### config.mk
export PLATFORM = sky130hd
export DESIGN_NAME = regfile_write_scheduler
export DESIGN_NICKNAME = d
export VERILOG_FILES = /design/src/rtl/regfile_write_scheduler_pkg.sv /design/src/rtl/regfile_write_scheduler_wb_fifo.sv /design/src/rtl/regfile_write_scheduler.sv
export SDC_FILE = /design/constraint.sdc
export NUM_CORES = 1
export LEC_CHECK = 0
export CAP_MARGIN = 20
export CORE_MARGIN = 3
export CORE_UTILIZATION = 33
export DETAILED_ROUTE_END_ITERATION = 8
export DONT_BUFFER_PORTS = 1
export HOLD_SLACK_MARGIN = 0.06
export PLACE_DENSITY = 0.48
export SYNTH_ARGS = -nofsm -noshare
export SYNTH_HDL_FRONTEND = slang
export SYNTH_SLANG_ARGS = --single-unit
### constraint.sdc
create_clock -name clk -period 4.7 [get_ports clk]
set_input_delay 0.47 -clock clk [delete_from_list [all_inputs] [get_ports clk]]
set_output_delay 0.47 -clock clk [all_outputs]
set_load 0.005 [all_outputs]
### src/rtl/regfile_write_scheduler_pkg.sv
`default_nettype none
// ============================================================================
//  Module      : y86_pkg
//  Description : Shared constants and types for the Y86 write-back path.
//                Provides the register-index type, the "no register"
//                encoding, the stack-pointer index and the datapath width.
//  Revision    : 1.0 - initial release
// ============================================================================
package y86_pkg;

  localparam int DATA_W = 64;

  typedef logic [3:0] reg_idx_t;

  localparam reg_idx_t RNONE = 4'hF;
  localparam reg_idx_t RSP   = 4'h4;

endpackage : y86_pkg
`default_nettype wire

### src/rtl/regfile_write_scheduler_wb_fifo.sv
`default_nettype none
// ============================================================================
//  Module      : wb_fifo
//  Description : Write-back request FIFO with two push ports and one pop
//                port. push0 is the older of two same-cycle pushes and lands
//                ahead of push1. flush_i discards all contents synchronously.
//  Ports       : clk, rst_n          - clock, async active-low reset
//                flush_i             - drop all entries at next edge
//                push0_i/push0_data_i - older push
//                push1_i/push1_data_i - younger push
//                pop_i               - remove head entry
//                head_o              - current head entry
//                count_o             - number of valid entries
//  Revision    : 1.0 - initial release
// ============================================================================
module wb_fifo #(
  parameter  int DEPTH = 4,   // power of two, >= 2
  parameter  int W     = 68,
  localparam int PW    = $clog2(DEPTH),
  localparam int CW    = $clog2(DEPTH + 1)
) (
  input  logic          clk,
  input  logic          rst_n,
  input  logic          flush_i,
  input  logic          push0_i,
  input  logic [W-1:0]  push0_data_i,
  input  logic          push1_i,
  input  logic [W-1:0]  push1_data_i,
  input  logic          pop_i,
  output logic [W-1:0]  head_o,
  output logic [CW-1:0] count_o
);

  logic [W-1:0]  mem_q [DEPTH];
  logic [PW-1:0] wr_ptr_q, wr_ptr_d;
  logic [PW-1:0] rd_ptr_q, rd_ptr_d;
  logic [CW-1:0] count_q, count_d;
  logic [PW-1:0] w_wr_ptr_p1;

  // Pointer arithmetic wraps naturally because DEPTH is a power of two.
  assign w_wr_ptr_p1 = wr_ptr_q + PW'(1);

  always_comb begin
    wr_ptr_d = wr_ptr_q + PW'(push0_i) + PW'(push1_i);
    rd_ptr_d = rd_ptr_q + PW'(pop_i);
    count_d  = count_q + CW'(push0_i) + CW'(push1_i) - CW'(pop_i);
    if (flush_i) begin
      wr_ptr_d = '0;
      rd_ptr_d = '0;
      count_d  = '0;
    end
  end

  always_ff @(posedge clk or negedge rst_n) begin
    if (!rst_n) begin
      wr_ptr_q <= '0;
      rd_ptr_q <= '0;
      count_q  <= '0;
    end else begin
      wr_ptr_q <= wr_ptr_d;
      rd_ptr_q <= rd_ptr_d;
      count_q  <= count_d;
    end
  end

  // Storage is not reset: an entry is only ever read after being written.
  // A lone push1 takes the slot push0 would have used.
  always_ff @(posedge clk) begin
    if (!flush_i) begin
      if (push0_i) mem_q[wr_ptr_q] <= push0_data_i;
      if (push1_i) mem_q[push0_i ? w_wr_ptr_p1 : wr_ptr_q] <= push1_data_i;
    end
  end

  assign head_o  = mem_q[rd_ptr_q];
  assign count_o = count_q;

endmodule : wb_fifo
`default_nettype wire

### src/rtl/regfile_write_scheduler.sv
`default_nettype none
// ============================================================================
//  Module      : regfile_write_scheduler
//  Description : Serialises E-port and M-port write-backs onto the single
//                register-file write port in program order (E older than M),
//                and tracks per-register pending writes for hazard stalls.
//  Ports       : clk, rst_n                     - clock, async active-low reset
//                e_valid_i/e_dst_i/e_data_i     - E-port request (valE)
//                m_valid_i/m_dst_i/m_data_i     - M-port request (valM)
//                in_ready_o                     - room for two requests
//                hold_i                         - suppress issue this cycle
//                flush_i                        - discard queued writes
//                wr_en_o/wr_dst_o/wr_data_o     - registered write port
//                rd_a_i/rd_b_i                  - decode read addresses
//                rd_a_pending_o/rd_b_pending_o  - RAW hazard indications
//                pending_mask_o                 - per-register pending bits
//                idle_o                         - nothing queued or issuing
//  Revision    : 1.0 - initial release
// ============================================================================
module regfile_write_scheduler
  import y86_pkg::*;
#(
  parameter int DATA_W = y86_pkg::DATA_W,
  parameter int NREG   = 15,
  parameter int DEPTH  = 4     // power of two, >= 2
) (
  input  logic              clk,
  input  logic              rst_n,
  input  logic              e_valid_i,
  input  logic [3:0]        e_dst_i,
  input  logic [DATA_W-1:0] e_data_i,
  input  logic              m_valid_i,
  input  logic [3:0]        m_dst_i,
  input  logic [DATA_W-1:0] m_data_i,
  output logic              in_ready_o,
  input  logic              hold_i,
  input  logic              flush_i,
  output logic              wr_en_o,
  output logic [3:0]        wr_dst_o,
  output logic [DATA_W-1:0] wr_data_o,
  input  logic [3:0]        rd_a_i,
  input  logic [3:0]        rd_b_i,
  output logic              rd_a_pending_o,
  output logic              rd_b_pending_o,
  output logic [NREG-1:0]   pending_mask_o,
  output logic              idle_o
);

  localparam int EW    = DATA_W + 4;
  localparam int CW    = $clog2(DEPTH + 1);
  // Queued entries plus the one in the write register.
  localparam int SB_CW = $clog2(DEPTH + 2);

  logic [CW-1:0]     w_count;
  logic [EW-1:0]     w_head;
  logic              w_e_push;
  logic              w_m_push;
  logic              w_pop;

  logic              wr_en_q;
  logic [3:0]        wr_dst_q;
  logic [DATA_W-1:0] wr_data_q;

  // Two free slots guarantee a simultaneous E+M pair always fits.
  assign in_ready_o = (w_count <= CW'(DEPTH - 2));

  assign w_e_push = in_ready_o && !flush_i && e_valid_i && (e_dst_i != RNONE);
  assign w_m_push = in_ready_o && !flush_i && m_valid_i && (m_dst_i != RNONE);
  assign w_pop    = (w_count != '0) && !hold_i && !flush_i;

  wb_fifo #(
    .DEPTH (DEPTH),
    .W     (EW)
  ) u_fifo (
    .clk          (clk),
    .rst_n        (rst_n),
    .flush_i      (flush_i),
    .push0_i      (w_e_push),
    .push0_data_i ({e_dst_i, e_data_i}),
    .push1_i      (w_m_push),
    .push1_data_i ({m_dst_i, m_data_i}),
    .pop_i        (w_pop),
    .head_o       (w_head),
    .count_o      (w_count)
  );

  // Issue register: one write per cycle, no bypass from the inputs.
  always_ff @(posedge clk or negedge rst_n) begin
    if (!rst_n) begin
      wr_en_q   <= 1'b0;
      wr_dst_q  <= '0;
      wr_data_q <= '0;
    end else begin
      wr_en_q <= w_pop;
      if (w_pop) begin
        wr_dst_q  <= w_head[EW-1:DATA_W];
        wr_data_q <= w_head[DATA_W-1:0];
      end
    end
  end

  assign wr_en_o   = wr_en_q;
  assign wr_dst_o  = wr_dst_q;
  assign wr_data_o = wr_data_q;

  // Per-register pending counters. A counter stays non-zero until its last
  // write has actually been presented on the write port.
  for (genvar r = 0; r < NREG; r++) begin : g_sb
    logic [SB_CW-1:0] cnt_q;
    logic [SB_CW-1:0] cnt_d;

    always_comb begin
      cnt_d = cnt_q;
      if (w_e_push && (e_dst_i == 4'(r)))  cnt_d = cnt_d + SB_CW'(1);
      if (w_m_push && (m_dst_i == 4'(r)))  cnt_d = cnt_d + SB_CW'(1);
      if (wr_en_q && (wr_dst_q == 4'(r)))  cnt_d = cnt_d - SB_CW'(1);
    end

    always_ff @(posedge clk or negedge rst_n) begin
      if (!rst_n) begin
        cnt_q <= '0;
      end else if (flush_i) begin
        cnt_q <= '0;
      end else begin
        cnt_q <= cnt_d;
      end
    end

    assign pending_mask_o[r] = (cnt_q != '0);
  end

  // Extend to 16 entries so RNONE indexes a constant-zero bit.
  logic [15:0] w_mask16;
  assign w_mask16 = 16'(pending_mask_o);

  assign rd_a_pending_o = (rd_a_i != RNONE) && w_mask16[rd_a_i];
  assign rd_b_pending_o = (rd_b_i != RNONE) && w_mask16[rd_b_i];

  assign idle_o = (w_count == '0) && !wr_en_q;

endmodule : regfile_write_scheduler
`default_nettype wire

; ---- After elaboration in Yosys (flattened, before gate mapping)
; Memories as Yosys holds them, arrays and structs flattened. A register that Yosys moved wholly into a read port is not among the register bits.
; Index checks and enable logic that the tools add are counted.
[word_totals]
ram_bits = 272
memories = 1
ff_bits = 53
wordCells = 274
[classes]
reduce_logical = 79
addsub = 52
eq_ne = 46
mux = 74
magnitude_cmp = 3
[memory_table]
columns = name, depth, width, rd, rd_ports_with_merged_regs, wr, line
row1 = u_fifo.mem_q, 4, 68, 1, 1, 2, regfile_write_scheduler_wb_fifo.sv:34  ; logic [W-1:0] mem_q [DEPTH];
[op_table]
columns = op, n
row1 = two-way mux 3 bit, 61
row2 = adder 3 x 1 -> 3 bit (second input constant), 30
row3 = == test 4 bit (second input constant), 21
row4 = logical AND 1 bit, 55
row5 = == test 4 x 3 -> 1 bit (second input constant), 12
row6 = nonzero test 3 bit, 16
row7 = subtractor 3 x 1 -> 3 bit (second input constant), 15
row8 = == test 4 x 2 -> 1 bit (second input constant), 6
row9 = != test 4 bit (second input constant), 4
row10 = == test 4 x 1 -> 1 bit (second input constant), 3
row11 = zero test 4 bit, 3
row12 = < comparator 4 x 5 -> 1 bit (second input constant), 2
row13 = binary-select mux 1 bit (select 4 bit), 2
row14 = two-way mux 1 bit, 8
row15 = adder 2 x 1 -> 2 bit, 3
row16 = adder 3 x 1 -> 3 bit, 2
row17 = two-way mux 2 bit, 3
row18 = zero test 1 bit, 4
row19 = <= comparator 3 x 2 -> 1 bit (second input constant), 1
row20 = zero test 3 bit, 1
row21 = subtractor 3 x 1 -> 3 bit, 1
row22 = adder 2 x 1 -> 2 bit (second input constant), 1

; ---- Logic depth before layout (Yosys ltp)
[depth]
word_depth = 11
ltp_mapped = 15
mapped_depth_nobuf = 14

; ---- Hierarchy
; A second synthesis with hierarchy kept.
[hier_totals]
hier_cells = 1557
hier_area_um2 = 21137.8
[by_module_without_submodules]
columns = module, area_each_um2, n_inst, cells_each, seq_area_each_um2
row1 = wb_fifo, 13613.1, 1, 712, 8343.0
row2 = regfile_write_scheduler, 7524.7, 1, 845, 2852.7

; ---- Worst setup path before layout
; OpenSTA, ideal clock, no wires.
[synth_path]
path_type = reg-to-reg
from = reg u_fifo.wr_ptr_q[0]
to = mem u_fifo.mem_q[1][0] (enable)
t_arrival_ps = 3303
required_ps = 4272
path_slack_ps = 969
period_less_slack_ps = 3731
path_stages_with_launch = 9
cell_sequence = dfrtp_1 -> inv_1 -> ha_1 -> or3_1 -> a21o_1 -> clkbuf_1 -> buf_6 -> buf_6 -> nand2_1
[synth_rtl]
columns = element, line
row1 = "start, declared", regfile_write_scheduler_wb_fifo.sv:35  ; logic [PW-1:0] wr_ptr_q, wr_ptr_d;
row2 = "start signal, assigned", regfile_write_scheduler_wb_fifo.sv:60  ; wr_ptr_q <= wr_ptr_d;
row3 = "end, declared", regfile_write_scheduler_wb_fifo.sv:34

==> impl_metrics.toml <==
[status]
status = "completed"

[grt]
antenna_found_initial = 4
grt_remaining_overflow = 0
grt_pass1_wl_mm = 88.4
grt_max_degree = 122
grt_pass1_vias = 13500
grt_usage = 0.174

[sta]
fmax_ghz = 0.263
maxSlewHeadroom = 0.350
layout_min_cycle_time_ns = 3.80
worstMarginPinSlew_ns = 0.973
hold_viol_final = 0
setup_viol = 0
maxSlewViolCount = 0
setup_tns_ns = 0
rsz0062_at_grt = "false"
period_share = 0.808
fin_worst_skew_ns = 0.0210

[drt]
drtAntennaViolNets = 0
wire_per_inst_um = 24.9
viasPerCell = 5.26
wl_mm = 59.6
drc = 0
dr_total_vias = 12600
first_iter_violations = 665
dr.pass1.iters = 4

[die]
io_pins = 238
die_h_um = 261
die_x_um = 261
core_um2 = 63700
rows = 92
die_area_um2 = 68100
initial_core_util = 0.337

[clock_tree]
htreeDepth = 2
post_cts_buffers = 0
cts-root-buf = "clkbuf_16"
numCtsBuffers = 47
tritoncts = "yes"
clock_path_buffers = 3
cts_sinks = 393
clock_latency_ns = 0.59
path_clk_slew_ns = 0.06

[placement]
dp_hpwl_mm = 35.5
port_buffers = 0
dp_cells = 2259
gp_congestion = 0.763

[synth]
yosysSeqAreaShare = 0.522
syn_inst = 1474
synth_edf_count = 272
async_reset_ff_frac = 0.308
synth_flop_cell = "edfxtp_1"
synth_cell_types = 71
synth_area_um2 = 21500
syn-num-nets = 1694
avgSynthCellArea_um2 = 14.6
yosysWarningCount = 0
ys_seq_elements = 393

[hold_path]
hp-class = "in2reg"
worstHoldStart = "m_data_i[30]"

[setup_path]
crit_fanout = 24
setup.worst_path.class = "reg2reg"
required_ns = 5.03
critPathLaunchType = "flip-flop"
worstSetupEndpointType = "flip-flop"
reg2reg_from = "u_fifo.count_o[1]"
cp.arrival_ns = 4.13
crit_start = "u_fifo.count_o[1]"

[pwr]
power_density_nw_per_um2 = 468
p_leak_nw = 9.08
ir_worst_vdd_uv = 287

[cells_and_area]
area.growth.synth_to_final_pct = 14.6
nets = 1731
final_cells = 2397
fill_cells = 5928
drive_gt1_frac = 0.368

[job]
maxCapViolCount = 0
==> sequential cells by signal, indices dropped and copies added (netlist names) <==
register and count:
wr_dst_o 4, u_fifo.rd_ptr_q 2, u_fifo.count_o 3, wr_en_o 1, u_fifo.wr_ptr_q 2, u_fifo.mem_q 272, g_sb.cnt_q 45, wr_data_o 64
==> per-layer routing <==
layer,GRT usage,share of wire,vias up
met5,0,0.00045,-
met2,0.291,0.49,325
met1,0.212,0.40,6486
met3,0.0622,0.083,99
met4,0.0519,0.028,4
li1,-,-,5702
==> layout make-up <==
class                           instances  area (um2)  area share
Timing Repair Buffer                   79         818      0.0333
Inverter                               63         236     0.00962
Clock buffer                           66        1320      0.0536
Clock inverter                         21         279      0.0113
Sequential cell                       393       11200       0.456
Antenna cell                            2        5.00    0.000204
Multi-Input combinational cell        927        9670       0.393
Tap cell                              846        1060      0.0431
==> through the flow <==
step / hold slack, ns / cell area [um2] / power [W] / setup slack (ns) / util
6_report: 0.0988 / 24600 / 0.0115 / 0.903 / 0.386
5_1_grt: 0.0601 / 24600 / 0.0121 / 0.679 / 0.386
4_1_cts: 0.0600 / 24500 / 0.0117 / 0.897 / 0.385
3_5_place_dp: 0.190 / 22500 / 0.00775 / 1.14 / 0.353
3_3_place_gp: 0.188 / 22500 / 0.00772 / 1.26 / 0.353
2_1_floorplan: 0.174 / 21500 / 0.00681 / 0.969 / -
==> final timing paths <==
| path | to | slack, ns | depth (start not counted) |
|---|---|---|---|
| max | u_fifo.mem_q[0][20] | 0.90 | 9 |
| max reg2reg | u_fifo.mem_q[0][20] | 0.90 | 9 |
| max in group asynchronous | u_fifo.rd_ptr_q[1] | 3.43 | 2 |
| min | u_fifo.mem_q[0][30] | 0.1 | 1 |
| min in group asynchronous | u_fifo.wr_ptr_q[0] | 0.72 | 2 |
| min reg2reg | wr_data_o[6] | 0.54 | 1 |
==> worst max-delay path, stage by stage (launching register included) <==
cell and delay, ns:
dfrtp_1 0.44, inv_1 0.07, ha_1 0.46, nor2_2 0.41, inv_2 0.14, nand3_4 0.16, o21bai_4 0.39, buf_4 0.53
mux2_2 0.39, dlygate4sd3_1 0.55
==> cell usage after synthesis, types with 4 or more instances <==
library cell,count,area share
edfxtp_1,272,0.38
o211ai_1,29,0.010
nand2_1,35,0.0061
xnor3_1,5,0.0052
nand3_1,20,0.0047
a21oi_1,22,0.0051
clkbuf_1,35,0.0061
a211o_1,4,0.0016
mux2_2,346,0.18
or3_1,4,0.0012
buf_2,41,0.0096
ha_1,68,0.040
xor2_1,12,0.0049
mux2i_1,22,0.010
o2111ai_1,5,0.0020
dfrtp_1,121,0.14
buf_1,8,0.0014
nand2b_1,20,0.0058
or2_2,5,0.0015
inv_1,62,0.011
buf_4,4,0.0014
nor2b_1,12,0.0035
and3_1,8,0.0023
mux4_2,73,0.077
nand4_1,22,0.0064
nor3_1,8,0.0019
mux2_4,10,0.0070
o21a_1,6,0.0021
nor2_1,54,0.0094
a21o_1,12,0.0042
xnor2_1,44,0.018
and4b_1,4,0.0019
o21ai_0,22,0.0051
==> cells in the final DEF (no fill, tap or decap), types with 12 or more instances in the layout <==
cell type,instances
mux2_2,346
edfxtp_1,272
dfrtp_1,119
mux4_2,73
ha_1,68
inv_1,62
nor2_1,54
clkbuf_16,48
dlygate4sd3_1,47
xnor2_1,44
nand2_1,33
o211ai_1,29
buf_4,24
o21ai_0,22
a21oi_1,22
mux2i_1,22
nand4_1,22
nand2b_1,20
nand3_1,20
clkbuf_1,13
nor2b_1,12
xor2_1,12
==> power breakdown <==
group	switching, W	total [W]	internal [W]
clock	0.00155	0.00380	0.00225
sequential	0.000572	0.00507	0.00450
combinational	0.00137	0.00263	0.00125
total	0.00350	0.0115	0.00800
==> kinds of logic (layout without fill, tap and decap cells) <==
kind of cell,after synthesis,count (layout),share of synthesized area
other cells,0,2,0
flops,393,393,0.522
compound gates,120,120,0.0399
buf+inv,154,229,0.0311
mux,454,454,0.277
fa+ha+maj,70,70,0.0415
simple gates,218,218,0.0570
xor+xnor,65,65,0.0318
==> what timing repair did <==
| action | 4_1_cts | 5_1_grt |
|---|---|---|
| hold endpoints to repair | 178 | 5 |
| setup endpoints to repair | 0 | 0 |
| hold buffers | 42 | 7 |
| resized for setup | 0 | 0 |
No activity file was read; power rests on OpenSTA's default activity.
